### src/rtl/f_fetch_queue.sv
// Instruction prefetch queue between fetch and decode.
// Holds {pc, instr} pairs and hands the oldest one to decode, in program order.
// Applies backpressure to fetch when full. A redirect flush empties the queue.
module f_fetch_queue #(
  parameter int unsigned DEPTH    = 4,
  parameter logic [31:0] RESET_PC = 32'h0000_3000
) (
  input  logic                       clk,
  input  logic                       reset,
  input  logic                       in_valid,
  input  logic [31:0]                in_pc,
  input  logic [31:0]                in_instr,
  output logic                       in_ready,
  output logic                       out_valid,
  output logic [31:0]                out_pc,
  output logic [31:0]                out_instr,
  input  logic                       out_ready,
  input  logic                       flush,
  output logic [$clog2(DEPTH):0]     count
);

  localparam int unsigned AW = $clog2(DEPTH);
  localparam int unsigned CW = AW + 1;
  localparam int unsigned EW = 64;

  logic [EW-1:0] r_mem [DEPTH];
  logic [AW-1:0] r_wr_ptr;
  logic [AW-1:0] r_rd_ptr;
  logic [CW-1:0] r_count;

  logic          w_full;
  logic          w_empty;
  logic          w_push;
  logic          w_pop;
  logic [EW-1:0] w_head;

  // Status and handshakes derive only from registered occupancy
  always_comb begin
    w_full  = (r_count == CW'(DEPTH));
    w_empty = (r_count == '0);
    w_push  = in_valid && !w_full;
    w_pop   = out_ready && !w_empty;
  end

  // Entry storage; contents are left stale on flush/reset since pointers define validity
  always_ff @(posedge clk) begin
    if (w_push && !flush) begin
      r_mem[r_wr_ptr] <= {in_pc, in_instr};
    end
  end

  // Pointers and occupancy; flush overrides any concurrent push or pop
  always_ff @(posedge clk or posedge reset) begin
    if (reset) begin
      r_wr_ptr <= '0;
      r_rd_ptr <= '0;
      r_count  <= '0;
    end else if (flush) begin
      r_wr_ptr <= '0;
      r_rd_ptr <= '0;
      r_count  <= '0;
    end else begin
      if (w_push) begin
        r_wr_ptr <= r_wr_ptr + AW'(1);
      end
      if (w_pop) begin
        r_rd_ptr <= r_rd_ptr + AW'(1);
      end
      if (w_push && !w_pop) begin
        r_count <= r_count + CW'(1);
      end else if (w_pop && !w_push) begin
        r_count <= r_count - CW'(1);
      end
    end
  end

  // Head read, substituting reset PC and a nop while empty
  always_comb begin
    w_head    = r_mem[r_rd_ptr];
    in_ready  = !w_full;
    out_valid = !w_empty;
    count     = r_count;
    if (w_empty) begin
      out_pc    = RESET_PC;
      out_instr = 32'h0000_0000;
    end else begin
      out_pc    = w_head[63:32];
      out_instr = w_head[31:0];
    end
  end

endmodule

### config.mk
export PLATFORM = sky130hd
export DESIGN_NAME = f_fetch_queue
export DESIGN_NICKNAME = d
export VERILOG_FILES = /design/src/rtl/f_fetch_queue.sv
export SDC_FILE = /design/constraint.sdc
export NUM_CORES = 1
export LEC_CHECK = 0
export CAP_MARGIN = 20
export CORE_MARGIN = 4
export CORE_UTILIZATION = 40
export DETAILED_ROUTE_END_ITERATION = 8
export HOLD_SLACK_MARGIN = 0.08
export SLEW_MARGIN = 20
export SYNTH_ARGS = -nofsm -noshare
export SYNTH_HDL_FRONTEND = slang
export SYNTH_SLANG_ARGS = --single-unit
### constraint.sdc
create_clock -name clk -period 2.8 [get_ports clk]
set_input_delay 0.28 -clock clk [delete_from_list [all_inputs] [get_ports clk]]
set_output_delay 0.28 -clock clk [all_outputs]
set_load 0.01 [all_outputs]
==> flow_metrics.py, run 1 <==
metrics = {
    "timing": {
        "hold_violations": 0,
        "timing.fmax_mhz": 368.3,
        "worst_slew_pin_slew_ns": 0.5090,
        "maxSlewHeadroom_pct": 65.80,
        "fin_skew_ns": 0.006023,
        "slew_violations": 0,
        "hold_slack_ns": 0.3920,
        "setup_viol": 0,
        "fin_crit_ns": 2.716,
        "finalCritPeriodShare_pct": 96.98,
    },
    "yosys": {
        "synth_fa_ha_area_share_pct": 0.6862,
        "yosys.area_share.simple_pct": 4.840,
        "ys_warn_count": 0,
        "synth_cells": 469,
        "async_flop_share_pct": 2.662,
        "synth_top_family_by_area": "multiplexers",
        "synth_xor_area_share_pct": 0.1715,
        "synthDominantCellAreaShare_pct": 75.28,
        "yosysTopAreaCell": "edfxtp_1",
        "synthFlopType": "edfxtp_1",
        "synth-edff-count": 256,
        "synth_compound_area_share_pct": 1.127,
        "yosysSeqAreaShare_pct": 77.00,
        "synthTopCellsByArea": "edfxtp_1, mux4_2, and2_1, dfrtp_1, buf_6",
        "synth_nets": 543,
        "netlist_area_sq_um": 10210,
        "syn_area_per_cell_sq_um": 21.77,
        "synth_cell_type_count": 35,
        "ys_ff_latch": 263,
        "muxShareOfSynthArea_pct": 14.32,
    },
    "layout": {
        "final_common_cell": "edfxtp_1",
        "layoutNonFillerInstCount": 988,
        "drive_gt1_share_pct": 21.43,
        "final_nets": 714,
        "synthToLayoutAreaGrowth_pct": 29.22,
        "diodes": 0,
        "layout_common_cells": "edfxtp_1, clkdlybuf4s50_1, mux4_2",
    },
    "global_route": {
        "overflow": 0,
        "grt_pass1_vias": 5486,
        "grt_start_max_net_pins": 65,
        "antenna_found_initial": 0,
        "grt_pass1_wl_um": 31590,
        "grt_usage_pct": 14.32,
    },
    "drt": {
        "dr.pass1.iters": 4,
        "drtIter0Drc": 259,
        "avgViaCountPerCell": 5.092,
        "wirelength_um": 20620,
        "vias": 5031,
        "drtAntennaViolNets": 0,
        "drc": 0,
        "wl_per_cell_um": 20.87,
    },
    "run": {
        "maxCapViolCount": 0,
    },
    "floorplanning": {
        "die_area_sq_um": 28150,
        "io_pins": 138,
        "die_w_um": 167.8,
        "die_h_um": 167.8,
        "start_util_pct": 40.55,
        "core_area_sq_um": 25180,
        "rows": 58,
    },
    "setup_path": {
        "cp.arrival_ns": 2.44,
        "reg2reg_slack_ns": 0.39,
        "reg2reg_from": "count[1]",
        "path_max_fanout": 13,
        "crit_required_ns": 2.52,
        "startpoint": "r_rd_ptr[0]",
        "endpoint_kind": "output port",
        "critical_path_class": "reg -> out",
        "crit_path_start_kind": "flop",
    },
    "place": {
        "numPlacedInstances": 929,
        "hpwlAfterDp_um": 12290,
        "globalplace.congestion": 0.6951,
        "portBuffers": 137,
    },
    "power_and_ir_drop": {
        "peakVddDrop_uv": 381.2,
        "pwr_density_cell_nw_per_um2": 889.2,
        "p_leak_nw": 4.719,
    },
    "cts": {
        "clock_latency_ns": 0.51,
        "clock-sinks": 263,
        "clk_pin_slew_worst_paths_ns": 0.06,
        "cts_tree": "done",
        "root_buffer": "clkbuf_16",
        "numCtsBuffers": 27,
        "clock_path_buffers": 3,
        "h-tree-depth": 1,
    },
    "min_path": {
        "holdCritStartpoint": "in_pc[15]",
        "hold_class": "in -> reg",
    },
    "outcome": {
        "run_status": "complete, no violations",
    },
}
-- sequential cells by signal (all words and copies together), names as in the netlist --
register and count:
r_mem 256, count 3, r_rd_ptr 2, r_wr_ptr 2
-- power breakdown --
group / switching (mW) / leakage [nW] / internal, mW
logic: 1.65 / 1.92 / 2.19
registers: 0.105 / 2.41 / 4.55
clock network: 1.38 / 0.386 / 1.85
-- worst max-delay path, cell delays in order (launching register included) --
cell and delay, ns:
dfrtp_4 0.46, buf_12 0.13, clkbuf_16 0.18, mux4_2 0.51
and2_1 0.17, clkdlybuf4s50_1 0.47
-- cell type report --
| class | instances | area, sq um |
|---|---|---|
| repair buffers | 167 | 1907 |
| flip-flops and latches | 263 | 7874 |
| fillers | 1982 | 11990 |
| inverters | 10 | 40.04 |
| multi-input cells | 171 | 2170 |
| clock inverters | 15 | 97.59 |
| clock buffers | 32 | 694.4 |
| well taps | 330 | 412.9 |
-- synth_stat cells (all sizes together) (2+ instances only) --
library cell,instances
o31ai,2
and2,66
nor3,2
nand3,2
buf,18
o21ai,3
mux4,64
xor2,2
a21oi,2
ha,4
edfxtp,256
nor2,7
clkbuf,7
dfrtp,7
or2,2
inv,10
-- repair_timing --
action / 4_1_cts / 5_1_grt
resized for setup: 9 / 34
hold endpoints to repair: 7 / 0
hold buffers: 1 / 0
setup endpoints to repair: 58 / 35
cloned: 0 / 2
buffers inserted: 4 / 5
-- cell families after synthesis --
| logic type | Yosys count |
|---|---|
| flops | 263 |
| simple gates | 82 |
| mux | 66 |
| buf+inv | 35 |
| compound gates | 16 |
| fa+ha+maj | 5 |
| xor+xnor | 2 |
-- per-stage QoR --
| stage | power, mW | setup slack, ns | util (%) | setup TNS (ns) | cell area [sq um] |
|---|---|---|---|---|---|
| finish | 11.73 | 0.08446 | 52.40 | 0 | 13200 |
| CTS | 11.88 | -0.009377 | 51.66 | -0.009377 | 13010 |
| global placement | 8.483 | 0.3937 | 48.24 | 0 | 12150 |
| floorplan | 6.681 | 0.5215 | - | 0 | 10220 |
| global route | 12.33 | -0.005798 | 52.40 | -0.01161 | 13200 |
| detailed placement | 8.521 | 0.3397 | 48.24 | 0 | 12150 |
-- worst paths after layout --
path,end,cells past startpoint
max,out_pc[24],5
min,r_mem[1][47],1
max reg2reg,count[2],7
max in group asynchronous,r_rd_ptr[0],3
min in group asynchronous,r_wr_ptr[0],3
min reg2reg,count[2],1
-- routing by layer --
layer	part of all wire [%]	vias to the layer above	GRT usage, %	routed length [um]
met3	5.7	32	3.076	1183
met4	2.1	0	3.564	432
met2	49	136	23.65	10010
met1	44	2631	19.67	8988
li1	-	2232	-	-
met5	0	-	0	0
Power figures use the tool's default switching activity.
==> run 2: changes to the inputs <==
CAP_MARGIN = default   (was 20)
REMOVE_ABC_BUFFERS = 1   (was default)
==> flow_metrics.py, run 2 (same netlist as run 1, synthesis figures left out) <==
metrics = {
    "floorplanning": {
        "start_util_pct": 40.55,
        "die_w_um": 167.8,
        "rows": 58,
        "io_pins": 138,
        "die_h_um": 167.8,
        "die_area_sq_um": 28150,
        "core_area_sq_um": 25180,
    },
    "layout": {
        "drive_gt1_share_pct": 22.32,
        "layoutNonFillerInstCount": 994,
        "layout_common_cells": "edfxtp_1, clkdlybuf4s50_1, mux4_2",
        "largest_reg_flops": 256,
        "synthToLayoutAreaGrowth_pct": 30.29,
        "final_nets": 717,
        "fillers": 1968,
        "largest_register": "r_mem",
        "ff_latch_area_sq_um": 7871,
        "multi_input_area_sq_um": 2181,
        "final_common_cell": "edfxtp_1",
        "fin_util_pct": 52.83,
    },
    "drt": {
        "drtAntennaViolNets": 0,
        "vias": 5070,
        "wirelength_um": 20850,
        "drc": 0,
        "drtIter0Drc": 357,
        "dr.pass1.iters": 4,
        "wl_per_cell_um": 20.98,
        "avgViaCountPerCell": 5.101,
    },
    "place": {
        "hpwlAfterDp_um": 12340,
        "numPlacedInstances": 930,
        "globalplace.congestion": 0.7429,
        "portBuffers": 137,
    },
    "timing": {
        "finalCritPeriodShare_pct": 97.34,
        "setup-tns-final_ns": 0,
        "worst_slew_pin_slew_ns": 0.5371,
        "fin_crit_ns": 2.726,
        "slew_violations": 0,
        "rsz0062_at_grt": "yes",
        "maxSlewHeadroom_pct": 64.11,
        "setup_viol": 0,
        "hold_slack_ns": 0.3926,
        "fin_skew_ns": 0.008349,
        "hold_violations": 0,
        "timing.fmax_mhz": 366.9,
    },
    "cts": {
        "clk_pin_slew_worst_paths_ns": 0.06,
        "cts_tree": "done",
        "clock_path_buffers": 3,
        "numCtsBuffers": 27,
        "root_buffer": "clkbuf_16",
        "h-tree-depth": 1,
        "clock-sinks": 263,
        "clock_latency_ns": 0.52,
    },
    "setup_path": {
        "max_stage_delay_ns": 0.50,
        "critPathBufInv": 3,
        "path_max_fanout": 11,
        "critical_path_class": "reg -> out",
        "crit_path_top_delay_cell": "mux4_2",
        "cp.arrival_ns": 2.45,
        "reg2reg_slack_ns": 0.17,
        "crit_path_start_kind": "flop",
        "crit_required_ns": 2.52,
        "reg2reg_from": "count[2]",
        "rr_endpoint": "count[2]",
        "critPathTopFamily": "buffers and inverters",
        "worst_r2r_path_depth": 7,
        "cp_cell_sequence": "buf_4 > buf_12 > mux4_2 > and2_1 > clkdlybuf4s50_1",
        "endpoint_kind": "output port",
    },
    "global_route": {
        "grt_pass1_wl_um": 31620,
        "grt_start_max_net_pins": 48,
        "antenna_found_initial": 2,
        "grt_usage_pct": 14.50,
        "overflow": 0,
        "grt_pass1_vias": 5436,
    },
    "run": {
        "maxCapViolCount": 0,
    },
    "min_path": {
        "min_path_cells": 1,
        "holdCritStartpoint": "in_pc[7]",
        "hold_class": "in -> reg",
        "min_to": "r_mem[2][39]",
    },
    "power_and_ir_drop": {
        "peakVddDrop_uv": 607.9,
        "p_leak_nw": 4.735,
        "pwr_density_cell_nw_per_um2": 920.8,
        "total_power_mw": 12.25,
    },
    "outcome": {
        "run_status": "complete, no violations",
    },
}
==> run 2: cell count changes in the layout (fill, tap and decap cells not counted), sizes merged <==
cell / before / now
buf: 27 / 31
bufinv: 1 / 6
clkbuf: 34 / 31
clkdlybuf4s50: 101 / 103
clkinv: 12 / 9
clkinvlp: 2 / 3
diode: 0 / 1
dlygate4sd2: 2 / 3
dlymetal6s2s: 34 / 31
inv: 10 / 11
==> run 2: area by class of cell <==
class                      instances  share of cell area [%]
sequential                       263                   59.16
multi-input combinational        171                   16.39
timing repair buffer             170                   13.96
clock buffer                      30                   5.163
tap                              330                   3.104
clock inverter                    19                   1.900
inverter                          10                  0.3010
antenna                            1                 0.01881
==> run 2: layer usage <==
metal  vias up  global-route usage, %  wire length, um
li1       2253                      -                -
met1      2623                  19.56             8844
met2       162                  24.21            10440
met3        28                  3.358             1234
met4         4                  3.458              297
met5         -                      0               33
==> run 2: worst max-delay path by stage <==
stage                           start  slack, ns  depth (start not counted)       endpoint
final                     r_rd_ptr[0]       0.07                          5  out_instr[21]
after global routing      r_rd_ptr[0]      -0.02                          4  out_instr[26]
after CTS                 r_rd_ptr[0]      0.003                          4  out_instr[26]
after detailed placement    out_ready       0.33                          7       count[2]
after global placement    r_rd_ptr[0]       0.40                          4  out_instr[12]
after floorplan           r_rd_ptr[0]      -1.03                          2     out_pc[12]
==> run 2: report_power, final <==
part	leakage [nW]	total (mW)	internal, mW	switching, mW
sequential	2.41	4.68	4.55	0.135
clock	0.451	3.73	2.32	1.41
combinational	1.87	3.83	2.18	1.65
total	4.73	12.2	9.05	3.20
==> run 2: repair_timing <==
item / CTS / global route
cloned: 0 / 1
endpoints found under the hold margin: 7 / 0
buffers inserted: 3 / 9
gates resized for setup: 5 / 35
setup endpoints to repair: 63 / 35
hold buffers: 1 / 0
==> run 2: stage by stage <==
stage / cell area, sq um / worst slack, ns
6_report: 13300 / 0.07449
5_1_grt: 13300 / -0.01840
4_1_cts: 13110 / 0.003171
3_5_place_dp: 12130 / 0.3319
3_3_place_gp: 12130 / 0.4048
2_1_floorplan: 10060 / -1.026
